File: src/rtl/sprite_blit_scaled.sv
// Scaled, flippable sprite blitter. Walks the magnified sprite footprint in raster order,
// reads texels from a synchronous ROM, and writes opaque, on-screen pixels to a framebuffer.
module sprite_blit_scaled #(
    parameter int                   CORDW      = 10,
    parameter int                   SPR_WIDTH  = 16,
    parameter int                   SPR_HEIGHT = 16,
    parameter int                   SPR_DATAW  = 4,
    parameter int                   SCREEN_W   = 800,
    parameter int                   SCREEN_H   = 480,
    parameter int                   FB_ADDRW   = 19,
    parameter logic [SPR_DATAW-1:0] TRANSP     = {SPR_DATAW{1'b1}}
) (
    input  logic                                      i_clk,
    input  logic                                      i_rst_n,
    input  logic                                      i_start,
    input  logic [CORDW-1:0]                          i_sx,
    input  logic [CORDW-1:0]                          i_sy,
    input  logic [3:0]                                i_scale_x,
    input  logic [3:0]                                i_scale_y,
    input  logic                                      i_flip_x,
    input  logic                                      i_flip_y,
    output logic [$clog2(SPR_WIDTH*SPR_HEIGHT)-1:0]   o_sprite_r_addr,
    input  logic [SPR_DATAW-1:0]                      i_sprite_r_data,
    output logic                                      o_fb_we,
    output logic [FB_ADDRW-1:0]                       o_fb_addr,
    output logic [SPR_DATAW-1:0]                      o_fb_pix,
    output logic                                      o_busy,
    output logic                                      o_done
);

    localparam int SAW  = $clog2(SPR_WIDTH*SPR_HEIGHT);
    localparam int TXW  = $clog2(SPR_WIDTH);
    localparam int TYW  = $clog2(SPR_HEIGHT);
    localparam int WXW  = $clog2(SPR_WIDTH*16);
    localparam int WYW  = $clog2(SPR_HEIGHT*16);
    localparam int XW   = ((CORDW > WXW) ? CORDW : WXW) + 1;
    localparam int YW   = ((CORDW > WYW) ? CORDW : WYW) + 1;
    localparam int LINW = ((FB_ADDRW + 1) > 32) ? (FB_ADDRW + 1) : 32;

    typedef enum logic [1:0] {
        ST_IDLE  = 2'd0,
        ST_RUN   = 2'd1,
        ST_DRAIN = 2'd2
    } state_t;

    // Power-of-two sprite sizes make the mirrored index a plain bit inversion.
    function automatic logic [SAW-1:0] texel_addr(
        input logic [TXW-1:0] rx,
        input logic [TYW-1:0] ry,
        input logic           fx,
        input logic           fy
    );
        logic [TXW-1:0] tx;
        logic [TYW-1:0] ty;
        tx = fx ? ~rx : rx;
        ty = fy ? ~ry : ry;
        return {ty, tx};
    endfunction

    state_t               r_state;
    logic [CORDW-1:0]     r_sx, r_sy;
    logic [3:0]           r_scl_x, r_scl_y;
    logic                 r_flip_x, r_flip_y;
    logic [WXW-1:0]       r_wmax, r_wx;
    logic [WYW-1:0]       r_hmax, r_wy;
    logic [3:0]           r_cx, r_cy;
    logic [TXW-1:0]       r_rx;
    logic [TYW-1:0]       r_ry;
    logic                 r_drain;
    logic [SAW-1:0]       r_sra;
    logic                 r_p1_valid;
    logic [FB_ADDRW-1:0]  r_p1_addr;
    logic                 r_fb_we;
    logic [FB_ADDRW-1:0]  r_fb_addr;
    logic [SPR_DATAW-1:0] r_fb_pix;
    logic                 r_busy, r_done;

    state_t               w_state_nxt;
    logic                 w_load, w_issue, w_drain_nxt;
    logic [WXW-1:0]       w_wx_nxt;
    logic [WYW-1:0]       w_wy_nxt;
    logic [3:0]           w_cx_nxt, w_cy_nxt;
    logic [TXW-1:0]       w_rx_nxt;
    logic [TYW-1:0]       w_ry_nxt;
    logic                 w_fx_nxt, w_fy_nxt;
    logic [3:0]           w_scl_x_in, w_scl_y_in;
    logic [WXW-1:0]       w_wmax_in;
    logic [WYW-1:0]       w_hmax_in;
    logic [XW-1:0]        w_scr_x;
    logic [YW-1:0]        w_scr_y;
    logic                 w_on_screen;
    logic [LINW-1:0]      w_lin;

    // Operand conditioning: zero magnification behaves as one.
    always_comb begin
        w_scl_x_in = (i_scale_x == 4'd0) ? 4'd1 : i_scale_x;
        w_scl_y_in = (i_scale_y == 4'd0) ? 4'd1 : i_scale_y;
        w_wmax_in  = WXW'(SPR_WIDTH)  * WXW'(w_scl_x_in) - WXW'(1);
        w_hmax_in  = WYW'(SPR_HEIGHT) * WYW'(w_scl_y_in) - WYW'(1);
    end

    // Next-state and scan counter logic.
    always_comb begin
        w_state_nxt = r_state;
        w_load      = 1'b0;
        w_issue     = 1'b0;
        w_drain_nxt = r_drain;
        w_wx_nxt    = r_wx;
        w_wy_nxt    = r_wy;
        w_cx_nxt    = r_cx;
        w_cy_nxt    = r_cy;
        w_rx_nxt    = r_rx;
        w_ry_nxt    = r_ry;
        case (r_state)
            ST_IDLE: begin
                if (i_start) begin
                    w_state_nxt = ST_RUN;
                    w_load      = 1'b1;
                    w_wx_nxt    = '0;
                    w_wy_nxt    = '0;
                    w_cx_nxt    = 4'd0;
                    w_cy_nxt    = 4'd0;
                    w_rx_nxt    = '0;
                    w_ry_nxt    = '0;
                    w_drain_nxt = 1'b0;
                end else begin
                    w_state_nxt = ST_IDLE;
                end
            end
            ST_RUN: begin
                w_issue = 1'b1;
                if (r_wx == r_wmax) begin
                    w_wx_nxt = '0;
                    w_cx_nxt = 4'd0;
                    w_rx_nxt = '0;
                    if (r_wy == r_hmax) begin
                        w_state_nxt = ST_DRAIN;
                        w_wy_nxt    = '0;
                        w_cy_nxt    = 4'd0;
                        w_ry_nxt    = '0;
                        w_drain_nxt = 1'b0;
                    end else if (r_cy == (r_scl_y - 4'd1)) begin
                        w_wy_nxt = r_wy + WYW'(1);
                        w_cy_nxt = 4'd0;
                        w_ry_nxt = r_ry + TYW'(1);
                    end else begin
                        w_wy_nxt = r_wy + WYW'(1);
                        w_cy_nxt = r_cy + 4'd1;
                    end
                end else if (r_cx == (r_scl_x - 4'd1)) begin
                    w_wx_nxt = r_wx + WXW'(1);
                    w_cx_nxt = 4'd0;
                    w_rx_nxt = r_rx + TXW'(1);
                end else begin
                    w_wx_nxt = r_wx + WXW'(1);
                    w_cx_nxt = r_cx + 4'd1;
                end
            end
            ST_DRAIN: begin
                if (r_drain) begin
                    w_state_nxt = ST_IDLE;
                    w_drain_nxt = 1'b0;
                end else begin
                    w_drain_nxt = 1'b1;
                end
            end
            default: begin
                w_state_nxt = ST_IDLE;
                w_drain_nxt = 1'b0;
            end
        endcase
        w_fx_nxt = w_load ? i_flip_x : r_flip_x;
        w_fy_nxt = w_load ? i_flip_y : r_flip_y;
    end

    // Screen position, clip test and linear address of the pixel being issued.
    always_comb begin
        w_scr_x     = XW'(r_sx) + XW'(r_wx);
        w_scr_y     = YW'(r_sy) + YW'(r_wy);
        w_on_screen = (w_scr_x < XW'(SCREEN_W)) && (w_scr_y < YW'(SCREEN_H));
        w_lin       = LINW'(w_scr_x) + LINW'(w_scr_y) * LINW'(SCREEN_W);
    end

    // FSM, scan counters and operands latched at start.
    always_ff @(posedge i_clk or negedge i_rst_n) begin
        if (!i_rst_n) begin
            r_state  <= ST_IDLE;
            r_sx     <= '0;
            r_sy     <= '0;
            r_scl_x  <= 4'd0;
            r_scl_y  <= 4'd0;
            r_flip_x <= 1'b0;
            r_flip_y <= 1'b0;
            r_wmax   <= '0;
            r_hmax   <= '0;
            r_wx     <= '0;
            r_wy     <= '0;
            r_cx     <= 4'd0;
            r_cy     <= 4'd0;
            r_rx     <= '0;
            r_ry     <= '0;
            r_drain  <= 1'b0;
            r_sra    <= '0;
            r_busy   <= 1'b0;
            r_done   <= 1'b0;
        end else begin
            r_state  <= w_state_nxt;
            r_wx     <= w_wx_nxt;
            r_wy     <= w_wy_nxt;
            r_cx     <= w_cx_nxt;
            r_cy     <= w_cy_nxt;
            r_rx     <= w_rx_nxt;
            r_ry     <= w_ry_nxt;
            r_drain  <= w_drain_nxt;
            r_flip_x <= w_fx_nxt;
            r_flip_y <= w_fy_nxt;
            r_sra    <= texel_addr(w_rx_nxt, w_ry_nxt, w_fx_nxt, w_fy_nxt);
            r_busy   <= (w_state_nxt != ST_IDLE);
            r_done   <= (r_state == ST_DRAIN) && (w_state_nxt == ST_IDLE);
            if (w_load) begin
                r_sx    <= i_sx;
                r_sy    <= i_sy;
                r_scl_x <= w_scl_x_in;
                r_scl_y <= w_scl_y_in;
                r_wmax  <= w_wmax_in;
                r_hmax  <= w_hmax_in;
            end
        end
    end

    // Two-stage write pipeline: ROM latency, then the framebuffer output register.
    always_ff @(posedge i_clk or negedge i_rst_n) begin
        if (!i_rst_n) begin
            r_p1_valid <= 1'b0;
            r_p1_addr  <= '0;
            r_fb_we    <= 1'b0;
            r_fb_addr  <= '0;
            r_fb_pix   <= '0;
        end else begin
            r_p1_valid <= w_issue && w_on_screen;
            r_p1_addr  <= FB_ADDRW'(w_lin);
            if (r_p1_valid && (i_sprite_r_data != TRANSP)) begin
                r_fb_we   <= 1'b1;
                r_fb_addr <= r_p1_addr;
                r_fb_pix  <= i_sprite_r_data;
            end else begin
                r_fb_we   <= 1'b0;
            end
        end
    end

    assign o_sprite_r_addr = r_sra;
    assign o_fb_we         = r_fb_we;
    assign o_fb_addr       = r_fb_addr;
    assign o_fb_pix        = r_fb_pix;
    assign o_busy          = r_busy;
    assign o_done          = r_done;

endmodule
File: config.mk
export PLATFORM = sky130hd
export DESIGN_NAME = sprite_blit_scaled
export DESIGN_NICKNAME = d
export VERILOG_FILES = /design/src/rtl/sprite_blit_scaled.sv
export SDC_FILE = /design/constraint.sdc
export NUM_CORES = 1
export LEC_CHECK = 0
export CAP_MARGIN = 40
export CORE_ASPECT_RATIO = 0.6
export CORE_MARGIN = 2
export CORE_UTILIZATION = 52
export DETAILED_ROUTE_END_ITERATION = 7
export GPL_ROUTABILITY_DRIVEN = 0
export PLACE_DENSITY = 0.86
export SLEW_MARGIN = 10
export SYNTH_ARGS = -nofsm -noshare
export SYNTH_HDL_FRONTEND = slang
export SYNTH_SLANG_ARGS = --single-unit
File: constraint.sdc
create_clock -name i_clk -period 4.5 [get_ports i_clk]
set_input_delay 0.9 -clock i_clk [delete_from_list [all_inputs] [get_ports i_clk]]
set_output_delay 0.9 -clock i_clk [all_outputs]
set_load 0.02 [all_outputs]
==> run_results.csv <==
group,metric,value,unit
clock_tree,cts_hold_buffers,0,
worst_setup_path,startpoint,"r_sy[0]",
sta,tightest_slew,1.11,ns
outcome,status,"complete, but fails checks",
detailed_routing,wl_per_cell,17.3,um
worst_setup_path,critPathMostFrequentCell,"inv_2",
synth,ys_seq_area_share,42.9,%
synth,synth_top_family_by_area,"simple AND/OR/NAND/NOR gates",
clock_tree,root_buffer,"clkbuf_16",
sta,fmax,213,MHz
layout,drive_gt1_share,15.6,%
placement,place_ws,-0.156,ns
worst_setup_path,max_stage_delay,0.53,ns
floorplan,io_pins,71,
detailed_routing,drcViolationCount,0,
clock_tree,clkTransAtPathRegs,0.06,ns
global_route,gr-total-overflow,0,
synth,avgSynthCellArea,9.54,sq um
layout,final_cell_area,9530,sq um
layout,final_nets,1000,
sta,hold_viol,0,
outcome,violations,"setup timing",
layout,stdcell_count,1094,
worst_setup_path,r2r-start,"r_sy[0]",
synth,synth_xor_area_share,8.86,%
synth,synth-compound-area-share,13.1,%
global_route,grt_usage,23.7,%
synth,ys_ff_latch,128,
floorplan,die_area,15400,sq um
pwr,leakagePower,0.00460,uW
sta,grt_setup_unrepaired,"yes",
floorplan,die_h,96.8,um
synth,muxShareOfSynthArea,0.554,%
detailed_routing,vias,6131,
worst_setup_path,critPathBufInv,5,
pwr,vdd_drop_max,0.000264,V
worst_setup_path,path_delay_family,"adder cells",
run,drv_cap,0,
worst_setup_path,path_cells,"ha_2, inv_2, fa_2, nor2b_2, o21ai_2, a21boi_2, o21ai_1, nand2b_1, xor2_2, ha_1, ha_4, inv_2, fa_1, inv_2, ha_4, a21boi_4, buf_6, o41ai_4, xnor2_1, buf_4, nand3_2, xnor3_1",
placement,place_inst,1048,
synth,syn-instance-count,782,
sta,post-route-min-period,4.70,ns
detailed_routing,avgViaCountPerCell,5.60,
clock_tree,clk_latency,0.42,ns
global_route,grt_pass1_wl,28.8,mm
placement,hpwl,11.8,mm
detailed_routing,drtIter0Drc,506,
synth,synthArstFlopShare,100,%
floorplan,start_util,53.9,%
worst_hold_path,hp-start,"r_p1_addr[15]",
global_route,antenna_found_initial,0,
detailed_routing,totalWireLength,19.0,mm
pwr,powerDensity,286,nW/um^2
detailed_routing,drtPass1Iterations,5,
clock_tree,htree_levels,4,
placement,io_buffers,70,
worst_setup_path,cp_slowest_cell,"fa_1",
global_route,first_global_vias,5809,
sta,slew_violations,0,
sta,layout_setup_ws,-0.202,ns
layout,antenna_cells,0,
sta,whs,0.438,ns
floorplan,core-area,13800,sq um
placement,place_area,8520,sq um
synth,syn_area,7460,sq um
floorplan,dieWidth,159,um
worst_setup_path,criticalPathCategory,"reg -> reg",
layout,syn_to_final_growth,27.7,%
global_route,grt_max_degree,71,
worst_hold_path,hold_path.class,"reg -> reg",
synth,yosys_warnings,0,
synth,synthSimpleGateAreaFrac,17.8,%
clock_tree,cts_made_buffers,17,
floorplan,fp-row-count,33,
synth,synth_fa_ha_area_share,13.2,%
sta,fin_skew,0.00649,ns
synth,synth_edf_count,0,
synth,ys.flop_type,"dfrtp_1",
detailed_routing,final_antenna_net_count,0,
synth,synth.distinct_cells,65,
worst_setup_path,startpoint_type,"flop",
synth,synth_nets,893,
worst_setup_path,worst-path-max-fanout,4,
sta,post-route-period-util,104,%
clock_tree,cts_tree,"done",
worst_setup_path,arrival,5.00,ns
clock_tree,clockBufferDepth,2,
sta,setup_viol,4,
worst_setup_path,required,4.80,ns
sta,slew_headroom,25.1,%
clock_tree,cts_sinks,128,
worst_setup_path,worst_setup_path_end_kind,"flop",
==> registers in the layout, summed over array words and instances, names as in the netlist, 4 cells and up <==
register         cells
o_fb_addr           19
r_scl_x              4
r_scl_y              4
r_ry                 4
r_wx                 8
r_sy                10
o_fb_pix             4
r_hmax               4
o_sprite_r_addr      8
r_cy                 4
r_sx                10
r_wmax               5
r_rx                 4
r_wy                 8
r_cx                 4
r_p1_addr           19
==> final timing paths <==
path,cells after the start,endpoint,slack [ns]
worst max-delay path,22,r_p1_addr[18],-0.20
worst min-delay path,2,o_fb_addr[15],0.44
worst max register to register,22,r_p1_addr[18],-0.20
worst min register to register,2,o_fb_addr[15],0.44
max in group asynchronous,2,r_ry[0],3.12
min in group asynchronous,1,o_fb_we,0.54
==> Yosys cell counts, types with 2 or more instances <==
cell / count / area (sq um)
nand2_1: 177 / 664
dfrtp_1: 128 / 3200
ha_1: 66 / 826
xnor2_1: 52 / 455
inv_1: 49 / 184
o21ai_0: 47 / 235
nor2_1: 34 / 128
a21oi_1: 26 / 130
xor2_1: 19 / 166
a21o_1: 14 / 105
nand3_1: 13 / 65.1
nor3_1: 12 / 60.1
clkbuf_1: 11 / 41.3
nor2b_1: 11 / 68.8
o31ai_1: 10 / 75.1
fa_1: 8 / 160
nand2b_1: 8 / 50.1
a31oi_1: 7 / 43.8
o21ai_1: 6 / 30.0
and3_1: 5 / 31.3
buf_1: 5 / 18.8
and2_1: 4 / 25.0
nand4_1: 4 / 25.0
a21boi_0: 3 / 22.5
a22o_1: 3 / 26.3
mux2i_1: 3 / 30.0
o211ai_1: 3 / 22.5
o21a_1: 3 / 22.5
or2_2: 3 / 18.8
or3_1: 3 / 18.8
a211oi_1: 2 / 15.0
a21boi_1: 2 / 15.0
a31oi_2: 2 / 25.0
and4_4: 2 / 22.5
buf_2: 2 / 10.0
nor4_4: 2 / 42.5
nor4b_1: 2 / 17.5
o21bai_1: 2 / 15.0
o311ai_0: 2 / 17.5
o41ai_1: 2 / 17.5
==> logic make-up after synthesis <==
logic type                 count (synthesis)
AOI/OAI and AO/OA                        146
xor gates and xnor gates                  73
adders and majority gates                 74
buffers and inverters                     68
DFF                                      128
muxes                                      4
and+or+nand+nor                          289
==> layout by cell type, fill, tap and decap left out, types with 21 or more instances in the layout <==
cell / instances
nand2_1: 176
dfrtp_1: 127
clkdlybuf4s50_1: 69
ha_1: 58
xnor2_1: 49
o21ai_0: 43
inv_1: 41
buf_4: 35
nor2_1: 31
a21oi_1: 21
==> timing repair <==
item / in CTS / in global routing
resized for setup: 12 / 43
buffers inserted: 5 / 11
endpoints found under the setup margin: 3 / 5
pin swaps: 6 / 39
gates cloned: 0 / 0
==> layout make-up <==
type,instances,area (sq um)
multi-input cells,586,4280
clock buffers,20,467
fillers,916,4300
repair buffers,107,996
flip-flops and latches,128,3200
inverters,49,184
clock inverters,12,156
well taps,192,240
==> power by group <==
part / switching, uW / total, uW / internal [uW]
registers: 3.61 / 1160 / 1160
clock network: 543 / 1460 / 916
logic: 52.5 / 100 / 47.7
==> worst register-to-register path, cell delays in order, from the launching register on <==
cell and delay (ns):
dfrtp_1 0.40, ha_2 0.22, inv_2 0.05, fa_2 0.41, nor2b_2 0.14, o21ai_2 0.08, a21boi_2 0.19, o21ai_1 0.10
nand2b_1 0.20, xor2_2 0.20, ha_1 0.29, ha_4 0.29, inv_2 0.03, fa_1 0.53, inv_2 0.06, ha_4 0.23
a21boi_4 0.15, buf_6 0.13, o41ai_4 0.34, xnor2_1 0.18, buf_4 0.15, nand3_2 0.05, xnor3_1 0.18
==> layer usage <==
metal | up-vias | GRT usage, % | wire length (um)
met4 | 0 | 7.62 | 509
met2 | 257 | 35.1 | 8610
met5 | - | 0 | 0
met1 | 2964 | 35.1 | 8650
met3 | 51 | 4.61 | 1200
li1 | 2859 | - | -
==> per-stage QoR <==
step                util, %  power, uW  setup TNS [ns]
floorplan                 -       1210               0
global placement       61.6       1280         -0.0177
global route           68.9       2800           -1.20
CTS                    67.0       2730               0
finish                 68.9       2720          -0.529
detailed placement     61.6       1280          -0.287
Power figures use the tool's default switching activity.
